[src/rtl/render_ctrl_if.sv]
// Bundle between the render controller, the game logic and the pixel datapath.
// The master side is the controller; the slave side is the game logic plus datapath.
interface render_ctrl_if #(
    parameter int OBJ_W = 2,
    parameter int PIX_W = 8
);
    logic             touch_edge;
    logic             pause;
    logic             restart;
    logic             move_en;
    logic             load_coord;
    logic             init_coord;
    logic             datapath_en;
    logic [1:0]       op;
    logic [OBJ_W-1:0] obj_sel;
    logic [PIX_W-1:0] pix_idx;
    logic             game_over;
    logic [15:0]      frame_cnt;

    modport master (
        input  touch_edge, pause, restart,
        output move_en, load_coord, init_coord, datapath_en, op,
               obj_sel, pix_idx, game_over, frame_cnt
    );

    modport slave (
        output touch_edge, pause, restart,
        input  move_en, load_coord, init_coord, datapath_en, op,
               obj_sel, pix_idx, game_over, frame_cnt
    );
endinterface

[src/rtl/render_ctrl_fsm.sv]
// Multi-object frame sequencer: draw all objects, check game over, wait a frame
// period, erase all objects, advance coordinates. Outputs are registered.
module render_ctrl_fsm #(
    parameter int NUM_OBJ     = 4,
    parameter int PIX_COUNT   = 250,
    parameter int FRAME_TICKS = 1666666
) (
    input  logic          clk,
    input  logic          reset,
    render_ctrl_if.master bus
);
    localparam int OBJ_W  = (NUM_OBJ > 1)     ? $clog2(NUM_OBJ)     : 1;
    localparam int PIX_W  = (PIX_COUNT > 1)   ? $clog2(PIX_COUNT)   : 1;
    localparam int TICK_W = (FRAME_TICKS > 1) ? $clog2(FRAME_TICKS) : 1;

    localparam logic [OBJ_W-1:0]  OBJ_LAST  = OBJ_W'(NUM_OBJ - 1);
    localparam logic [PIX_W-1:0]  PIX_LAST  = PIX_W'(PIX_COUNT - 1);
    localparam logic [TICK_W-1:0] TICK_LAST = TICK_W'(FRAME_TICKS - 1);

    localparam logic [2:0] S_INIT  = 3'd0;
    localparam logic [2:0] S_DRAW  = 3'd1;
    localparam logic [2:0] S_CHECK = 3'd2;
    localparam logic [2:0] S_WAIT  = 3'd3;
    localparam logic [2:0] S_ERASE = 3'd4;
    localparam logic [2:0] S_LOAD  = 3'd5;
    localparam logic [2:0] S_OVER  = 3'd6;

    logic [2:0]        state_r, state_nxt_s;
    logic [OBJ_W-1:0]  obj_r, obj_nxt_s;
    logic [PIX_W-1:0]  pix_r, pix_nxt_s;
    logic [TICK_W-1:0] tick_r, tick_nxt_s;
    logic [15:0]       frame_cnt_r, frame_nxt_s;
    logic              pass_last_s;
    logic              in_pass_s;
    logic              move_en_r, load_coord_r, init_coord_r, datapath_en_r, game_over_r;
    logic [1:0]        op_r;
    logic              move_en_s, load_coord_s, init_coord_s, datapath_en_s, game_over_s;
    logic [1:0]        op_s;

    assign pass_last_s = (obj_r == OBJ_LAST) && (pix_r == PIX_LAST);
    assign in_pass_s   = (state_r == S_DRAW) || (state_r == S_ERASE);

    // Next-state selection; game inputs only matter in CHECK, WAIT and GAME_OVER.
    always_comb begin
        state_nxt_s = state_r;
        case (state_r)
            S_INIT:  state_nxt_s = S_DRAW;
            S_DRAW:  state_nxt_s = pass_last_s ? S_CHECK : S_DRAW;
            S_CHECK: state_nxt_s = bus.touch_edge ? S_OVER : S_WAIT;
            S_WAIT: begin
                if (!bus.pause && (tick_r == TICK_LAST)) begin
                    state_nxt_s = S_ERASE;
                end else begin
                    state_nxt_s = S_WAIT;
                end
            end
            S_ERASE: state_nxt_s = pass_last_s ? S_LOAD : S_ERASE;
            S_LOAD:  state_nxt_s = S_DRAW;
            S_OVER:  state_nxt_s = bus.restart ? S_INIT : S_OVER;
            default: state_nxt_s = S_INIT;
        endcase
    end

    // Pixel/object walk, wait timer and frame counter next values.
    always_comb begin
        obj_nxt_s   = '0;
        pix_nxt_s   = '0;
        tick_nxt_s  = '0;
        frame_nxt_s = frame_cnt_r;
        if (in_pass_s) begin
            if (pix_r == PIX_LAST) begin
                pix_nxt_s = '0;
                obj_nxt_s = (obj_r == OBJ_LAST) ? '0 : obj_r + OBJ_W'(1);
            end else begin
                pix_nxt_s = pix_r + PIX_W'(1);
                obj_nxt_s = obj_r;
            end
        end else begin
            pix_nxt_s = '0;
            obj_nxt_s = '0;
        end
        if (state_r == S_WAIT) begin
            if (bus.pause) begin
                tick_nxt_s = tick_r;
            end else if (tick_r == TICK_LAST) begin
                tick_nxt_s = '0;
            end else begin
                tick_nxt_s = tick_r + TICK_W'(1);
            end
        end else begin
            tick_nxt_s = '0;
        end
        // Counter reads zero during the INIT cycle itself, including after restart.
        if (state_nxt_s == S_INIT) begin
            frame_nxt_s = 16'd0;
        end else if (state_r == S_LOAD) begin
            frame_nxt_s = frame_cnt_r + 16'd1;
        end else begin
            frame_nxt_s = frame_cnt_r;
        end
    end

    // Moore output decode of the upcoming state, so the output flops track state_r.
    always_comb begin
        move_en_s     = 1'b0;
        load_coord_s  = 1'b0;
        init_coord_s  = 1'b0;
        datapath_en_s = 1'b0;
        game_over_s   = 1'b0;
        op_s          = 2'b00;
        case (state_nxt_s)
            S_INIT:  init_coord_s = 1'b1;
            S_DRAW: begin
                move_en_s     = 1'b1;
                datapath_en_s = 1'b1;
            end
            S_WAIT:  move_en_s = 1'b1;
            S_ERASE: begin
                move_en_s     = 1'b1;
                datapath_en_s = 1'b1;
                op_s          = 2'b01;
            end
            S_LOAD:  load_coord_s = 1'b1;
            S_OVER:  game_over_s = 1'b1;
            default: op_s = 2'b00;
        endcase
    end

    // State, counters and registered outputs.
    always_ff @(posedge clk) begin
        if (reset) begin
            state_r       <= S_INIT;
            obj_r         <= '0;
            pix_r         <= '0;
            tick_r        <= '0;
            frame_cnt_r   <= 16'd0;
            move_en_r     <= 1'b0;
            load_coord_r  <= 1'b0;
            init_coord_r  <= 1'b1;
            datapath_en_r <= 1'b0;
            game_over_r   <= 1'b0;
            op_r          <= 2'b00;
        end else begin
            state_r       <= state_nxt_s;
            obj_r         <= obj_nxt_s;
            pix_r         <= pix_nxt_s;
            tick_r        <= tick_nxt_s;
            frame_cnt_r   <= frame_nxt_s;
            move_en_r     <= move_en_s;
            load_coord_r  <= load_coord_s;
            init_coord_r  <= init_coord_s;
            datapath_en_r <= datapath_en_s;
            game_over_r   <= game_over_s;
            op_r          <= op_s;
        end
    end

    assign bus.move_en     = move_en_r;
    assign bus.load_coord  = load_coord_r;
    assign bus.init_coord  = init_coord_r;
    assign bus.datapath_en = datapath_en_r;
    assign bus.op          = op_r;
    assign bus.obj_sel     = obj_r;
    assign bus.pix_idx     = pix_r;
    assign bus.game_over   = game_over_r;
    assign bus.frame_cnt   = frame_cnt_r;
endmodule
[src/flat_wrapper.sv]
// flat-port wrapper written by rule: the top's interface ports become plain ports
module render_ctrl_fsm_flat 
#(
    parameter int NUM_OBJ     = 4,
    parameter int PIX_COUNT   = 250,
    parameter int FRAME_TICKS = 1666666
)
  (clk, reset, bus_touch_edge, bus_pause, bus_restart, bus_move_en, bus_load_coord, bus_init_coord, bus_datapath_en, bus_op, bus_obj_sel, bus_pix_idx, bus_game_over, bus_frame_cnt);
  render_ctrl_if bus_i ();
  input  logic clk;
  input  logic reset;
  input wire logic [$bits(bus_i.touch_edge)-1:0] bus_touch_edge;
  input wire logic [$bits(bus_i.pause)-1:0] bus_pause;
  input wire logic [$bits(bus_i.restart)-1:0] bus_restart;
  output wire logic [$bits(bus_i.move_en)-1:0] bus_move_en;
  output wire logic [$bits(bus_i.load_coord)-1:0] bus_load_coord;
  output wire logic [$bits(bus_i.init_coord)-1:0] bus_init_coord;
  output wire logic [$bits(bus_i.datapath_en)-1:0] bus_datapath_en;
  output wire logic [$bits(bus_i.op)-1:0] bus_op;
  output wire logic [$bits(bus_i.obj_sel)-1:0] bus_obj_sel;
  output wire logic [$bits(bus_i.pix_idx)-1:0] bus_pix_idx;
  output wire logic [$bits(bus_i.game_over)-1:0] bus_game_over;
  output wire logic [$bits(bus_i.frame_cnt)-1:0] bus_frame_cnt;
  assign bus_i.touch_edge = bus_touch_edge;
  assign bus_i.pause = bus_pause;
  assign bus_i.restart = bus_restart;
  assign bus_move_en = bus_i.move_en;
  assign bus_load_coord = bus_i.load_coord;
  assign bus_init_coord = bus_i.init_coord;
  assign bus_datapath_en = bus_i.datapath_en;
  assign bus_op = bus_i.op;
  assign bus_obj_sel = bus_i.obj_sel;
  assign bus_pix_idx = bus_i.pix_idx;
  assign bus_game_over = bus_i.game_over;
  assign bus_frame_cnt = bus_i.frame_cnt;
  render_ctrl_fsm #(.NUM_OBJ(NUM_OBJ), .PIX_COUNT(PIX_COUNT), .FRAME_TICKS(FRAME_TICKS)) u_core (.clk(clk), .reset(reset), .bus(bus_i));
endmodule
[config.mk]
export PLATFORM = sky130hd
export DESIGN_NAME = render_ctrl_fsm_flat
export DESIGN_NICKNAME = d
export VERILOG_FILES = /design/src/rtl/render_ctrl_if.sv /design/src/rtl/render_ctrl_fsm.sv /design/src/flat_wrapper.sv
export SDC_FILE = /design/constraint.sdc
export NUM_CORES = 1
export LEC_CHECK = 0
export ABC_AREA = 1
export CORE_MARGIN = 2
export CORE_UTILIZATION = 60
export CTS_BUF_LIST = sky130_fd_sc_hd__clkbuf_4
export DETAILED_ROUTE_END_ITERATION = 8
export PLACE_DENSITY = 0.91
export REMOVE_ABC_BUFFERS = 1
export SYNTH_ARGS = -nofsm -noshare
export SYNTH_HDL_FRONTEND = slang
export SYNTH_SLANG_ARGS = --single-unit
[constraint.sdc]
create_clock -name clk -period 2.4 [get_ports clk]
set_input_delay 0.6 -clock clk [delete_from_list [all_inputs] [get_ports clk]]
set_output_delay 0.6 -clock clk [all_outputs]
set_load 0.01 [all_outputs]
* After elaboration in Yosys (flattened, before gate mapping) *
Index checks and enable logic that the tools add are counted.

storage, ports and cells
  logic and storage cells = 58
  flip-flop bits (word level) = 57
  output and inout port bits = 33
  input bits = 5

cells by class
  add/sub/neg operators = 4
  bitwise operators = 2
  reductions and logical operators = 13
  eq/ne operators = 14
  muxes and demuxes = 14

operators with widths
  operator               number
  $add 21x1->21 const B  1
  $eq 21x21->1 const B   1
  $mux 21                1
  $eq 3x3->1 const B     6
  $pmux 3 s6             1
  $add 16x1->16 const B  1
  $reduce_or 2->1        5
  $eq 3x2->1 const B     3
  $mux 3                 3
  $add 8x1->8 const B    1
  $eq 8x8->1 const B     1
  $mux 1                 7
  $eq 3x1->1 const B     2
  $logic_not 3->1        2
  $reduce_or 3->1        2
  $mux 2                 2
  $add 2x1->2 const B    1
  $eq 2x2->1 const B     1
  $logic_and 1x1->1      2
  $not 1->1              2
  $logic_not 1->1        1
  $logic_or 1x1->1       1

* Logic depth before layout (Yosys ltp) *
Gate-level depths: netlist of run 1.

  word-level depth = 7
  mapped depth = 12
  mapped depth without buffers = 12

* Worst setup path after synthesis of run 1 *
OpenSTA, ideal clock, no wires.

  path kind = in2reg
  start point = input bus_pause
  end point = register u_core.frame_cnt_r[9] (netlist: u_core.bus.frame_cnt[9])
  cell stages on the path = 10
  setup time = 0.119 ns
  required time = 2.281 ns
  setup slack = 0.659 ns
  data arrival time = 1.621 ns
  path buffers = 2
  path through = buf_2 > nor2_1 > nand3_1 > nor2_1 > nand3_1 > nand2_2 > nand3_2 > nand2_4 > buf_12 > a21oi_2

on the way
  longest elaborated chain between the ends = 6

ends and longest elaborated chain
  element                           line                    RTL
  start, declared                   flat_wrapper.sv:13      input wire logic [$bits(bus_i.pause)-1:0] bus_pause;
  $logic_not 1->1                   render_ctrl_fsm.sv:51   if (!bus.pause && (tick_r == TICK_LAST)) begin
  $logic_and 1x1->1                 render_ctrl_fsm.sv:51
  $mux 3                            render_ctrl_fsm.sv:51
  $pmux 3 s6                        render_ctrl_fsm.sv:46   case (state_r)
  $logic_not 3->1                   render_ctrl_fsm.sv:94   if (state_nxt_s == S_INIT) begin
  $reduce_or 2->1 (no source line)  -
  end signal, assigned              render_ctrl_fsm.sv:148  frame_cnt_r <= frame_nxt_s;
  end, declared                     render_ctrl_fsm.sv:32   logic [15:0] frame_cnt_r, frame_nxt_s;

Every way passes these cells.
A chain may end at the register's enable or synchronous reset.

* Worst setup path in the final report of run 1 *
  start point = register u_core.frame_cnt_r[4] (netlist: u_core.bus.frame_cnt[4])
  end point = output bus_frame_cnt[4]

RTL lines
  element        line                RTL
  end, declared  flat_wrapper.sv:23  output wire logic [$bits(bus_i.frame_cnt)-1:0] bus_frame_cnt;

No word-level cell between the ends.

==> reports/qor.yml, run 1 <==
fmax_mhz: 486.0
overflow: 0
end_kind: "output pin"
gp_congestion: 0.9299
die_y_um: 75.81
r2r-start: "u_core.tick_r[0]"
drc: 0
fin_crit_ns: 2.058
finalWirelength_um: 6803
numClockSinks: 56
cts_max_path_buffers: 2
p_clk_frac: 0.375
cts_setup_buffers: 0
cts_tree: "built"
syn_area_per_cell_um2: 7.246
holdPathEnd: "u_core.bus.pix_idx[0]"
postCtsResizedCells: 0
avgRoutedWirePerCell_um: 12.64
grt_start_max_net_pins: 17
hold_class: "reg -> reg"
drtIter0Drc: 234
crit_fanout: 6
ys_top_cells_by_count: "nand2_1, nor2_1, dfxtp_1, inv_1, nand3_1"
hold_buffers: 0
cts_max_level: 2
synth-edff-count: 0
fin_cells: 538
crit_slowest_cell: "clkdlybuf4s50_1"
finalCritPeriodShare: 0.8574
fin_nets: 479
switchingPower_mw: 0.3449
power_frac_comb: 0.046
worstReg2RegEnd: "u_core.tick_r[14]"
num_vias: 2850
drive_above_1_share: 0.1303
core_area_um2: 5042
worstSkewPairLatency_ns: 0.39
maxCapViolations: 0
power.internal_mw: 1.287
vias_per_cell: 5.297
cellLeakagePower_nw: 1.324
vdd_drop_max_mv: 0.3208
post-synth-top-count-cell: "nand2_1"
synth_cells: 427
rsz0062_at_grt: "no"
setup_slack_ns: 0.3422
postPlaceCellArea_um2: 3522
tns_ns: 0
grt_pass1_wl_um: 10960
worstPathRequired_ns: 1.80
post-dp-hpwl_um: 5212
hold_depth: 1
yosysTopAreaCell: "dfxtp_1"
synth-async-reset-ratio: 0
cpPeakStageDelay_ns: 0.59
grt_antenna_before_repair: 0
worstSetupPathType: "reg -> out"
finalPower_mw: 1.632
antenna_cells: 0
cts_buffers: 5
synth.area.top_cells: "dfxtp_1, nand2_1, nor2_1"
hold_start: "u_core.bus.pix_idx[0]"
pre_cts_ws_ns: 0.1299
final_max_slew_viol_count: 0
ys.flop_type: "dfxtp_1"
critPathLaunchType: "flop"
dp_cells: 531
io_buffers: 36
synth_top_area_frac: 0.3623
worst_setup_hold_path_clk_slew_ns: 0.16
die_area_um2: 5747
yosysWarnings: 0
final_area_um2: 3620
rows: 26
ys_seq_area_frac: 0.3623
holdWs_ns: 0.4982
crit_family: "buffers and inverters"
switching_share: 0.2113
grt_use_total: 0.2497
die_x_um: 75.81
initial_core_util: 0.6136
yosysUniqueCellTypes: 36
postSynthRegisterBits: 56
pwr_density_cell_nw_per_um2: 450.9
skew_ns: 0.01055
syn2layout_area_growth_pct: 16.98
clockRootBuffer: "clkbuf_4"
grt_pass1_vias: 2592
outcome: "finished, final reports clean"
path_buf_inv: 1
rr_worst_depth: 9
r2r_setup_slack_ns: 0.56
syn-cell-area_um2: 3094
cp_cell_sequence: "clkdlybuf4s50_1"
finalSetupViolCount: 0
arrival_ns: 1.46
io_pins: 38
hold_viol_final: 0
fin_util: 0.7179
ant_nets: 0
pwr-share-seq: 0.579
drtPass1Iterations: 4
-- worst max path at each step --
stage / start / endpoint / slack (ns) / cells past startpoint
floorplan: bus_pause / u_core.tick_r[14] / 0.76 / 9
global placement: bus_pause / u_core.bus.frame_cnt[3] / 0.19 / 9
detailed placement: bus_pause / u_core.tick_r[14] / 0.13 / 10
CTS: u_core.bus.frame_cnt[4] / bus_frame_cnt[4] / 0.35 / 1
global route: u_core.bus.pix_idx[2] / bus_pix_idx[2] / 0.29 / 1
finish: u_core.bus.frame_cnt[4] / bus_frame_cnt[4] / 0.34 / 1
-- flip-flops by register name, indices dropped and copies added, names as in the netlist --
signal	cells
u_core.bus.obj_sel	2
u_core.tick_r	21
u_core.bus.datapath_en	1
u_core.bus.move_en	1
u_core.bus.op	1
u_core.bus.init_coord	1
u_core.bus.frame_cnt	16
u_core.bus.game_over	1
u_core.bus.pix_idx	8
u_core.state_r	3
u_core.bus.load_coord	1
-- final cells by class --
type	instances	area, um2
inverter	51	191.4
sequential	56	1121
tap	70	87.58
fill	390	1423
multi-input combinational	313	1724
clock buffer	5	37.54
timing repair buffer	41	397.9
clock inverter	2	60.06
-- power groups by stage --
stage               Combinational, mW  Sequential [mW]  Clock [mW]
floorplan                      0.0392            0.966           0
global placement               0.0732            0.965           0
detailed placement             0.0750            0.964           0
CTS                            0.0753            0.944       0.616
global route                   0.0828            0.946       0.652
finish                         0.0754            0.944       0.612
-- worst register-to-register path, cell delays in order (launching register included) --
cell and delay, ns:
dfxtp_1 0.44, ha_1 0.29, nand3_1 0.13, nor2_1 0.19
nand2_1 0.13, nor2_2 0.15, nand2_1 0.12, nor2_2 0.12
xnor2_1 0.14, nor2_1 0.05
-- cells in the final DEF, fill, tap and decap left out, types with 2 or more instances in the layout --
| master | n |
|---|---|
| inv_2 | 12 |
| nand2_2 | 6 |
| bufinv_16 | 2 |
| nand4_1 | 12 |
| nand3_1 | 29 |
| nor3_2 | 2 |
| dfxtp_1 | 56 |
| a21oi_2 | 11 |
| nor3b_1 | 2 |
| a21oi_1 | 18 |
| a211oi_1 | 2 |
| nor2_2 | 7 |
| nor2_4 | 5 |
| xnor2_1 | 8 |
| nor3_1 | 13 |
| mux2i_1 | 4 |
| xor2_1 | 16 |
| nand2_1 | 89 |
| buf_4 | 5 |
| inv_1 | 38 |
| ha_1 | 6 |
| nand3_4 | 4 |
| o21ai_0 | 3 |
| nor2_1 | 68 |
| clkbuf_4 | 5 |
| clkdlybuf4s50_1 | 36 |
-- kinds of logic after synthesis --
logic type / synth area share
xor gates and xnor gates: 0.06793
adders and majority gates: 0.02426
and+or+nand+nor: 0.3700
muxes: 0.01294
other: 0.001212
AOI/OAI and AO/OA: 0.08087
buffers and inverters: 0.08047
DFF: 0.3623
-- metal layers --
| layer | up-vias | routed length (um) | track usage |
|---|---|---|---|
| li1 | 1446 | - | - |
| met1 | 1329 | 2908 | 0.2966 |
| met2 | 63 | 3482 | 0.4339 |
| met3 | 12 | 291 | 0.05556 |
| met4 | 0 | 120 | 0.1014 |
| met5 | - | 0 | 0 |
Power figures use the tool's default switching activity.
==> run 2, diff against run 1 <==
==> constraint.sdc (replaced) <==
create_clock -name clk -period 2.7 [get_ports clk]
set_input_delay 0.675 -clock clk [delete_from_list [all_inputs] [get_ports clk]]
set_output_delay 0.675 -clock clk [all_outputs]
set_load 0.01 [all_outputs]
==> run 2 against run 1 <==
Clock skew fell by 0.0045 ns. Wire length decreased by 2.6%. Clock power decreased by 26%. Critical path type unchanged. Largest cell class unchanged.
==> reports/qor.yml, run 2 (synthesis results as in run 1) <==
rows: 26
drt-met1-wl_um: 3003
hold_viol_final: 0
drtIter0Drc: 105
numClockSinks: 56
die_x_um: 75.81
finalCritPeriodShare: 0.7865
die_y_um: 75.81
path_buf_inv: 1
cpPeakStageDelay_ns: 0.59
fin_nets: 476
antenna_cells: 0
drive_above_1_share: 0.1266
mostFrequentLayoutCells: "nand2_1, nor2_1, dfxtp_1"
drtPass1Iterations: 4
outcome: "finished, final reports clean"
rsz0062_at_grt: "no"
hold_buffers: 0
worstPathRequired_ns: 2.03
holdWs_ns: 0.5016
drc: 0
grt_pass1_vias: 2523
syn2layout_area_growth_pct: 15.69
finalSetupViolCount: 0
largest_reg_flops: 21
cts_buffers: 5
worstSkewPairLatency_ns: 0.36
cellLeakagePower_nw: 1.305
io_pins: 38
core_area_um2: 5042
crit_slowest_cell: "clkdlybuf4s50_1"
fmax_mhz: 470.9
wl_met2_um: 3275
tns_ns: 0
skew_ns: 0.006005
cts_setup_buffers: 0
met3_length_um: 254
worstSetupPathType: "reg -> out"
grt_start_max_net_pins: 18
gp_congestion: 0.9147
grt_use_total: 0.2406
highest_layer: "met4"
final_common_cell: "nand2_1"
cp_cell_sequence: "clkdlybuf4s50_1"
avgRoutedWirePerCell_um: 12.36
crit_fanout: 6
maxCapViolations: 0
fin_util: 0.7099
finalWirelength_um: 6627
vdd_drop_max_mv: 0.2445
fillCellCount: 410
final_max_slew_viol_count: 0
regMostFlops: "u_core.tick_r"
fin_crit_ns: 2.123
postCtsResizedCells: 0
initial_core_util: 0.6136
hold_class: "reg -> reg"
arrival_ns: 1.45
critPathLaunchType: "flop"
cts_max_level: 2
clockRootBuffer: "clkbuf_4"
die_area_um2: 5747
post-dp-hpwl_um: 5222
end_kind: "output pin"
crit_family: "buffers and inverters"
overflow: 0
num_vias: 2779
io_buffers: 36
worst_setup_hold_path_clk_slew_ns: 0.15
ant_nets: 0
vias_per_cell: 5.185
grt_antenna_before_repair: 0
cts_tree: "built"
cts_max_path_buffers: 2
pwr_density_cell_nw_per_um2: 379.6
grt_pass1_wl_um: 10750
[run 2: cell count changes in the layout (fill, tap and decap cells not counted)]
cell       change
buf_4          -3
bufinv_16      -1
clkinv_2       +1
clkbuf_4       +1
[run 2: path summary, 6_finish.rpt]
kind	to	cells after the start	slack, ns	from
setup / recovery	bus_frame_cnt[4]	1	0.58	u_core.bus.frame_cnt[4]
hold / removal	u_core.bus.pix_idx[0]	1	0.50	u_core.bus.pix_idx[0]
setup reg to reg	u_core.bus.datapath_en	9	0.91	u_core.tick_r[0]
hold reg to reg	u_core.bus.pix_idx[0]	1	0.50	u_core.bus.pix_idx[0]
[run 2: final cells by class]
type	count	area, um2	area share
flip-flops and latches	56	1121	0.3132
well taps	70	87.58	0.02447
inverters	51	191.4	0.05348
repair buffers	38	375.4	0.1049
clock buffers	6	45.04	0.01258
clock inverters	2	35.03	0.009787
multi-input cells	313	1724	0.4816
[run 2: per-layer routing]
metal | vias to the layer above | GRT usage
met1 | 1272 | 0.3029
li1 | 1440 | -
met5 | - | 0
met2 | 57 | 0.4186
met4 | 0 | 0.06823
met3 | 10 | 0.04497
[run 2: where the power goes]
part / internal, mW / switching (mW) / total, mW / leakage (nW)
Combinational: 0.0266 / 0.0392 / 0.0658 / 0.807
Clock: 0.205 / 0.250 / 0.454 / 0.0456
Sequential: 0.833 / 0.00576 / 0.839 / 0.452
[run 2: metrics by stage]
stage               power [mW]  worst slack [ns]  instances  instance area [um2]
detailed placement      0.9224            0.2681        528                 3500
finish                   1.359            0.5765        536                 3580
CTS                      1.367            0.5634        536                 3580
global route             1.409            0.4811        536                 3580
floorplan               0.8931            0.9851        420                 3037
global placement        0.9212            0.3828        528                 3500
